===== config.mk =====
export PLATFORM = sky130hd
export DESIGN_NAME = sqrt_issue_queue_flat
export DESIGN_NICKNAME = d
export VERILOG_FILES = /design/src/rtl/sqrt_issue_pkg.sv /design/src/rtl/sqrt_issue_queue_if.sv /design/src/rtl/sqrt_issue_fifo.sv /design/src/rtl/sqrt_issue_queue.sv /design/src/flat_wrapper.sv
export SDC_FILE = /design/constraint.sdc
export NUM_CORES = 1
export LEC_CHECK = 0
export BUFFER_PORTS_ARGS = -buffer_cell sky130_fd_sc_hd__buf_2
export CAP_MARGIN = 25
export CORE_MARGIN = 4
export CORE_UTILIZATION = 51
export DETAILED_ROUTE_END_ITERATION = 7
export PLACE_DENSITY = 0.83
export SETUP_SLACK_MARGIN = 0.2
export SYNTH_ARGS = -nofsm -noshare
export SYNTH_HDL_FRONTEND = slang
export SYNTH_SLANG_ARGS = --single-unit

===== constraint.sdc =====
create_clock -name clk -period 2.22 [get_ports clk]
set_input_delay 0.444 -clock clk [delete_from_list [all_inputs] [get_ports clk]]
set_output_delay 0.444 -clock clk [all_outputs]
set_load 0.05 [all_outputs]

===== src/rtl/sqrt_issue_pkg.sv =====
// sqrt_issue_pkg: shared state encoding, quiet-NaN constant and FIFO count width helper
package sqrt_issue_pkg;
  typedef enum logic [1:0] {IDLE, ISSUE, GAP} state_e;
  localparam logic [31:0] QNAN_F32 = 32'h7FC00000;
  function automatic int cnt_w(input int depth);
    return $clog2(depth) + 1;
  endfunction
endpackage


===== src/rtl/sqrt_issue_queue_if.sv =====
// sqrt_issue_queue_if: operand/result streams and sqrt-unit handshake; SQRT_ISSUE_TIMEOUT_EN adds timeout_err
interface sqrt_issue_queue_if
  import sqrt_issue_pkg::*;
#(
  parameter int WIDTH = 32,
  parameter int DEPTH = 4
);
  logic                      in_valid;
  logic                      in_ready;
  logic [WIDTH-1:0]          in_data;
  logic                      sq_en;
  logic [WIDTH-1:0]          sq_a;
  logic                      sq_rdy;
  logic [WIDTH-1:0]          sq_result;
  logic                      out_valid;
  logic                      out_ready;
  logic [WIDTH-1:0]          out_data;
  logic [cnt_w(DEPTH)-1:0]   fifo_count;
  logic                      busy;
`ifdef SQRT_ISSUE_TIMEOUT_EN
  logic                      timeout_err;
  modport slave (
    input  in_valid, in_data, sq_rdy, sq_result, out_ready,
    output in_ready, sq_en, sq_a, out_valid, out_data, fifo_count, busy, timeout_err
  );
  modport master (
    output in_valid, in_data, sq_rdy, sq_result, out_ready,
    input  in_ready, sq_en, sq_a, out_valid, out_data, fifo_count, busy, timeout_err
  );
`else
  modport slave (
    input  in_valid, in_data, sq_rdy, sq_result, out_ready,
    output in_ready, sq_en, sq_a, out_valid, out_data, fifo_count, busy
  );
  modport master (
    output in_valid, in_data, sq_rdy, sq_result, out_ready,
    input  in_ready, sq_en, sq_a, out_valid, out_data, fifo_count, busy
  );
`endif
endinterface


===== src/rtl/sqrt_issue_fifo.sv =====
// sqrt_issue_fifo: register-based operand FIFO with occupancy count, async active-low reset
module sqrt_issue_fifo
  import sqrt_issue_pkg::*;
#(
  parameter int WIDTH = 32,
  parameter int DEPTH = 4,
  localparam int CW = cnt_w(DEPTH),
  localparam int AW = $clog2(DEPTH)
) (
  input  logic             clk,
  input  logic             rst,
  input  logic             push,
  input  logic             pop,
  input  logic [WIDTH-1:0] wdata,
  output logic [WIDTH-1:0] rdata,
  output logic [CW-1:0]    count,
  output logic             full,
  output logic             empty
);
  logic [WIDTH-1:0] mem_q [DEPTH];
  logic [WIDTH-1:0] mem_d [DEPTH];
  logic [AW-1:0]    wr_q, wr_d, rd_q, rd_d;
  logic [CW-1:0]    cnt_q, cnt_d;
  logic             do_push, do_pop;
  assign full    = cnt_q == CW'(DEPTH);
  assign empty   = cnt_q == '0;
  assign do_pop  = pop && !empty;
  assign do_push = push && (!full || do_pop);
  assign rdata   = mem_q[rd_q];
  assign count   = cnt_q;
  always_comb begin
    mem_d = mem_q;
    if (do_push) mem_d[wr_q] = wdata;
    wr_d  = do_push ? wr_q + 1'b1 : wr_q;
    rd_d  = do_pop ? rd_q + 1'b1 : rd_q;
    cnt_d = cnt_q + CW'(do_push) - CW'(do_pop);
  end
  always_ff @(posedge clk or negedge rst) begin
    if (!rst) begin
      mem_q <= '{default: '0};
      wr_q  <= '0;
      rd_q  <= '0;
      cnt_q <= '0;
    end else begin
      mem_q <= mem_d;
      wr_q  <= wr_d;
      rd_q  <= rd_d;
      cnt_q <= cnt_d;
    end
  end
endmodule


===== src/rtl/sqrt_issue_queue.sv =====
// sqrt_issue_queue: buffers f32 operands and issues them one at a time to the sqrt unit; SQRT_ISSUE_TIMEOUT_EN adds an ISSUE watchdog
module sqrt_issue_queue
  import sqrt_issue_pkg::*;
#(
  parameter int WIDTH   = 32,
  parameter int DEPTH   = 4,
  parameter int TIMEOUT = 64
) (
  input logic                clk,
  input logic                rst,
  sqrt_issue_queue_if.slave  bus
);
  localparam int CW = cnt_w(DEPTH);
  if (DEPTH < 2 || (DEPTH & (DEPTH - 1)) != 0 || TIMEOUT < 1) begin : g_bad_cfg
    $error("sqrt_issue_queue: DEPTH must be a power of two >= 2 and TIMEOUT >= 1");
  end
  state_e           state_q, state_d;
  logic [WIDTH-1:0] sq_a_q, sq_a_d;
  logic             out_valid_q, out_valid_d;
  logic [WIDTH-1:0] out_data_q, out_data_d;
  logic [WIDTH-1:0] fifo_rdata;
  logic [CW-1:0]    fifo_cnt;
  logic             fifo_full, fifo_empty, entry, pop;
  sqrt_issue_fifo #(.WIDTH(WIDTH), .DEPTH(DEPTH)) u_fifo (
    .clk   (clk),
    .rst   (rst),
    .push  (bus.in_valid && bus.in_ready),
    .pop   (pop),
    .wdata (bus.in_data),
    .rdata (fifo_rdata),
    .count (fifo_cnt),
    .full  (fifo_full),
    .empty (fifo_empty)
  );
  // Only issue when the result slot is free or being drained, so a capture never overwrites
  assign entry = !fifo_empty && (!out_valid_q || bus.out_ready);
  assign pop   = entry && state_q != ISSUE;
`ifdef SQRT_ISSUE_TIMEOUT_EN
  localparam int TW = $clog2(TIMEOUT) + 1;
  logic [TW-1:0] tmo_q, tmo_d;
  logic          terr_q, terr_d;
`endif
  always_comb begin
    state_d     = state_q;
    sq_a_d      = sq_a_q;
    out_valid_d = out_valid_q && !bus.out_ready;
    out_data_d  = out_data_q;
`ifdef SQRT_ISSUE_TIMEOUT_EN
    tmo_d       = '0;
    terr_d      = 1'b0;
`endif
    case (state_q)
      IDLE, GAP: begin
        state_d = entry ? ISSUE : IDLE;
        sq_a_d  = entry ? fifo_rdata : sq_a_q;
      end
      ISSUE: begin
        if (bus.sq_rdy) begin
          out_data_d  = bus.sq_result;
          out_valid_d = 1'b1;
          state_d     = GAP;
        end
`ifdef SQRT_ISSUE_TIMEOUT_EN
        else if (tmo_q == TW'(TIMEOUT - 1)) begin
          out_data_d  = WIDTH'(QNAN_F32);
          out_valid_d = 1'b1;
          terr_d      = 1'b1;
          state_d     = GAP;
        end else tmo_d = tmo_q + 1'b1;
`endif
      end
      default: state_d = IDLE;
    endcase
  end
  always_ff @(posedge clk or negedge rst) begin
    if (!rst) begin
      state_q     <= IDLE;
      sq_a_q      <= '0;
      out_valid_q <= 1'b0;
      out_data_q  <= '0;
`ifdef SQRT_ISSUE_TIMEOUT_EN
      tmo_q       <= '0;
      terr_q      <= 1'b0;
`endif
    end else begin
      state_q     <= state_d;
      sq_a_q      <= sq_a_d;
      out_valid_q <= out_valid_d;
      out_data_q  <= out_data_d;
`ifdef SQRT_ISSUE_TIMEOUT_EN
      tmo_q       <= tmo_d;
      terr_q      <= terr_d;
`endif
    end
  end
  assign bus.in_ready   = !fifo_full;
  assign bus.sq_en      = state_q == ISSUE;
  assign bus.sq_a       = sq_a_q;
  assign bus.out_valid  = out_valid_q;
  assign bus.out_data   = out_data_q;
  assign bus.fifo_count = fifo_cnt;
  assign bus.busy       = state_q != IDLE || fifo_cnt != '0;
`ifdef SQRT_ISSUE_TIMEOUT_EN
  assign bus.timeout_err = terr_q;
`endif
endmodule


===== src/flat_wrapper.sv =====
// flat-port wrapper written by rule: the top's interface ports become plain ports
module sqrt_issue_queue_flat import sqrt_issue_pkg::*;
#(
  parameter int WIDTH   = 32,
  parameter int DEPTH   = 4,
  parameter int TIMEOUT = 64
)
  (clk, rst, bus_in_valid, bus_in_data, bus_sq_rdy, bus_sq_result, bus_out_ready, bus_in_ready, bus_sq_en, bus_sq_a, bus_out_valid, bus_out_data, bus_fifo_count, bus_busy);
  sqrt_issue_queue_if #(.WIDTH(WIDTH), .DEPTH(DEPTH)) bus_i ();
  input logic clk;
  input logic rst;
  input wire logic [$bits(bus_i.in_valid)-1:0] bus_in_valid;
  input wire logic [$bits(bus_i.in_data)-1:0] bus_in_data;
  input wire logic [$bits(bus_i.sq_rdy)-1:0] bus_sq_rdy;
  input wire logic [$bits(bus_i.sq_result)-1:0] bus_sq_result;
  input wire logic [$bits(bus_i.out_ready)-1:0] bus_out_ready;
  output wire logic [$bits(bus_i.in_ready)-1:0] bus_in_ready;
  output wire logic [$bits(bus_i.sq_en)-1:0] bus_sq_en;
  output wire logic [$bits(bus_i.sq_a)-1:0] bus_sq_a;
  output wire logic [$bits(bus_i.out_valid)-1:0] bus_out_valid;
  output wire logic [$bits(bus_i.out_data)-1:0] bus_out_data;
  output wire logic [$bits(bus_i.fifo_count)-1:0] bus_fifo_count;
  output wire logic [$bits(bus_i.busy)-1:0] bus_busy;
  assign bus_i.in_valid = bus_in_valid;
  assign bus_i.in_data = bus_in_data;
  assign bus_i.sq_rdy = bus_sq_rdy;
  assign bus_i.sq_result = bus_sq_result;
  assign bus_i.out_ready = bus_out_ready;
  assign bus_in_ready = bus_i.in_ready;
  assign bus_sq_en = bus_i.sq_en;
  assign bus_sq_a = bus_i.sq_a;
  assign bus_out_valid = bus_i.out_valid;
  assign bus_out_data = bus_i.out_data;
  assign bus_fifo_count = bus_i.fifo_count;
  assign bus_busy = bus_i.busy;
  sqrt_issue_queue #(.WIDTH(WIDTH), .DEPTH(DEPTH), .TIMEOUT(TIMEOUT)) u_core (.clk(clk), .rst(rst), .bus(bus_i));
endmodule

==> impl_metrics.ini <==
[sta]
worst_slew_pin_slew_ns = 0.6282
hold_viol = 0
setup_viol = 0
fmax_mhz = 482.5
clock_skew_ns = 0.01119
drv_slew = 0
period_needed_ns = 2.073
fin_crit_sh_pct = 93.36
rsz0062_at_grt = true
relSlewSlack_pct = 58.12

[setup_path]
slowest_delay_ns = 0.45
cp-start-kind = flip-flop
cp_cell_sequence = or3b_4, nand2_8, ha_4, inv_2, ha_4, inv_2, fa_2, xnor2_2, xnor2_1
critPathBufInv = 2
crit_path_max_fanout = 2
slowest_stage = or3b_4
crit_path_end_kind = flip-flop
crit_arrival_ns = 2.47
critPathKind = flip-flop to flip-flop
required_ns = 2.62
crit_family = adder cells

[pwr]
p_per_area_mw_per_mm2 = 1815
p_leak_nw = 5.301
power_mw = 19.73
peakVddDrop_uv = 1248

[drt]
via_count = 4759
drc = 0
wl_um = 17510
wl_per_cell_um = 19.61
firstDrtPassIters = 4
vias_per_cell = 5.329
final_antenna_net_count = 0
drtIter0Drc = 236

[global_route]
overflow = 0
grt_first_pass_wirelength_um = 28900
grt_max_degree = 69
grtUsageTotal_pct = 17.94
antenna_found_initial = 0
grt_pass1_vias = 5436

[synth]
yosys_warnings = 0
synth.area.top_cells = dfrtp_1 (56%), mux2_4 (20%), mux2_2 (9.1%)
synth-simple-area-share_pct = 1.639
synthXorXnorAreaFrac_pct = 0.4822
yosysTopAreaCell = dfrtp_1
synth_top_area_share_pct = 55.66
synth_compound_area_share_pct = 0.08266
ys_ff_latch = 202
synth_cells = 491
ys_types = 25
synth_top_family_by_area = multiplexers
yosys-mux-area-fraction_pct = 36.82
synth-adder-area-share_pct = 1.047
synth.yosys.seq_area_share_pct = 55.66
syn_avg_cell_area_um2 = 18.50
synth_nets = 567
syn_area_mm2 = 0.009082

[hold_path]
min_path_type = input port to flip-flop

[placement]
placed_cell_area_mm2 = 0.01011
dp_hpwl_um = 11560
port_buffers = 139
gp_congestion = 0.7139

[layout]
nFillCells = 1222
design_area_mm2 = 0.01087
fin_nets = 733
drive_gt1_share_pct = 67.07
insertedDiodeCount = 0
syn_to_final_growth_pct = 19.67

[clock_network]
clk_latency_ns = 0.48
htree_levels = 1
clockRootBuffer = clkbuf_16
numCtsBuffers = 21
clockBufferDepth = 3
clock_sinks = 202
tritoncts = built
clk_pin_slew_ns = 0.06

[die]
die-area_mm2 = 0.02001
die_w_um = 141.5
ios = 140
initial_utilization_pct = 52.33
rows = 48
dieHeight_um = 141.5
core-area_mm2 = 0.01736

[outcome]
status = finished, final reports clean

[run]
cap_violations = 0
==> flip-flops by register name (all words and copies together), names as in the netlist <==
register,cells
u_core.bus.out_data,32
u_core.bus.out_valid,1
u_core.bus.sq_a,32
u_core.state_q,2
u_core.u_fifo.count,3
u_core.u_fifo.mem_q,128
u_core.u_fifo.rd_q,2
u_core.u_fifo.wr_q,2
==> layer usage <==
metal	wire length (um)	share of wire [%]	vias to the layer above	GRT usage [%]
met5	0	0	-	0
met4	307	1.8	0	4.394
met3	991	5.7	22	3.539
met2	8448	48	129	29.30
met1	7761	44	2499	25.14
li1	-	-	2109	-
==> repair_timing <==
| action | 4_1_cts | 5_1_grt |
|---|---|---|
| resized for setup | 6 | 5 |
| hold buffers | 1 | 0 |
| buffers inserted | 5 | 2 |
| hold endpoints to repair | 62 | 0 |
| endpoints found under the setup margin | 4 | 5 |
| pin swaps | 5 | 4 |
==> final cells by class <==
| cell class | instances | area, um^2 | share of cell area, % |
|---|---|---|---|
| multi-input combinational | 254 | 3707 | 34.11 |
| tap | 225 | 281.5 | 2.590 |
| sequential | 202 | 5061 | 46.56 |
| clock inverter | 1 | 5.005 | 0.04605 |
| clock buffer | 33 | 650.6 | 5.986 |
| timing repair buffer | 171 | 1137 | 10.46 |
| inverter | 7 | 26.28 | 0.2417 |
==> cells in the mapped netlist <==
library cell and count:
nor2_1 1, nor3_1 1, mux2_2 73, buf_6 7
xor2_1 2, nand2b_1 1, nand3_4 4, nor2b_1 2
fa_1 1, buf_12 12, nor3_2 2, mux2_4 120
mux4_2 32, nand2_1 2, dfrtp_1 202, nand2_2 1
buf_2 4, xnor2_1 3, nor4b_1 1, ha_1 6
or3b_1 1, clkbuf_1 4, a21o_1 1, inv_1 7
buf_4 1
==> path summary, 6_finish.rpt <==
path / start / endpoint / slack (ns) / cells past startpoint
worst min register to register: u_core.bus.sq_a[28] / u_core.bus.sq_a[28] / 0.50 / 1
max in group asynchronous: rst / u_core.u_fifo.mem_q[60] / 0.95 / 3
min in group asynchronous: rst / u_core.u_fifo.mem_q[75] / 0.52 / 2
worst max register to register: u_core.u_fifo.count[0] / u_core.u_fifo.count[2] / 0.15 / 9
worst max-delay path: u_core.u_fifo.count[0] / u_core.u_fifo.count[2] / 0.15 / 9
worst min-delay path: bus_sq_result[29] / u_core.bus.out_data[29] / 0.19 / 2
==> power breakdown <==
part / switching, mW / internal [mW]
clock: 1.33 / 1.99
combinational: 4.82 / 4.86
sequential: 1.10 / 5.63
==> per-stage QoR <==
stage               hold slack, ns  setup slack [ns]  instances  utilization, %  setup TNS, ns
finish                      0.1900            0.1475        893           62.62              0
global route                0.1790           0.05117        893           62.62              0
CTS                         0.1722            0.1439        891           62.46              0
detailed placement          0.4869           0.09579        851           58.27              0
global placement            0.4791            0.1453        851           58.27              0
floorplan                   0.1484           -0.1048        491               -        -0.1378
==> logic make-up (layout without fill, tap and decap cells) <==
group           count (synthesis)  count (layout)
fa+ha+maj                       7               7
simple gates                   16              16
compound gates                  1               1
flops                         202             202
buf+inv                        35             212
mux                           225             225
xor+xnor                        5               5
==> cells in the final DEF, fill, tap and decap left out, types with 2 or more instances in the layout <==
cell	Yosys	layout
buf_2	4	135
clkbuf_8	0	9
inv_1	7	4
dfrtp_1	202	197
buf_12	12	14
nor3_2	2	2
mux4_2	32	32
dfrtp_2	0	5
mux2_2	73	73
ha_1	6	4
mux2_4	120	120
inv_2	0	3
clkbuf_1	4	4
nand3_4	4	4
xor2_1	2	2
xnor2_1	3	2
ha_4	0	2
buf_4	1	18
clkbuf_16	0	21
No activity file was read; power rests on OpenSTA's default activity.
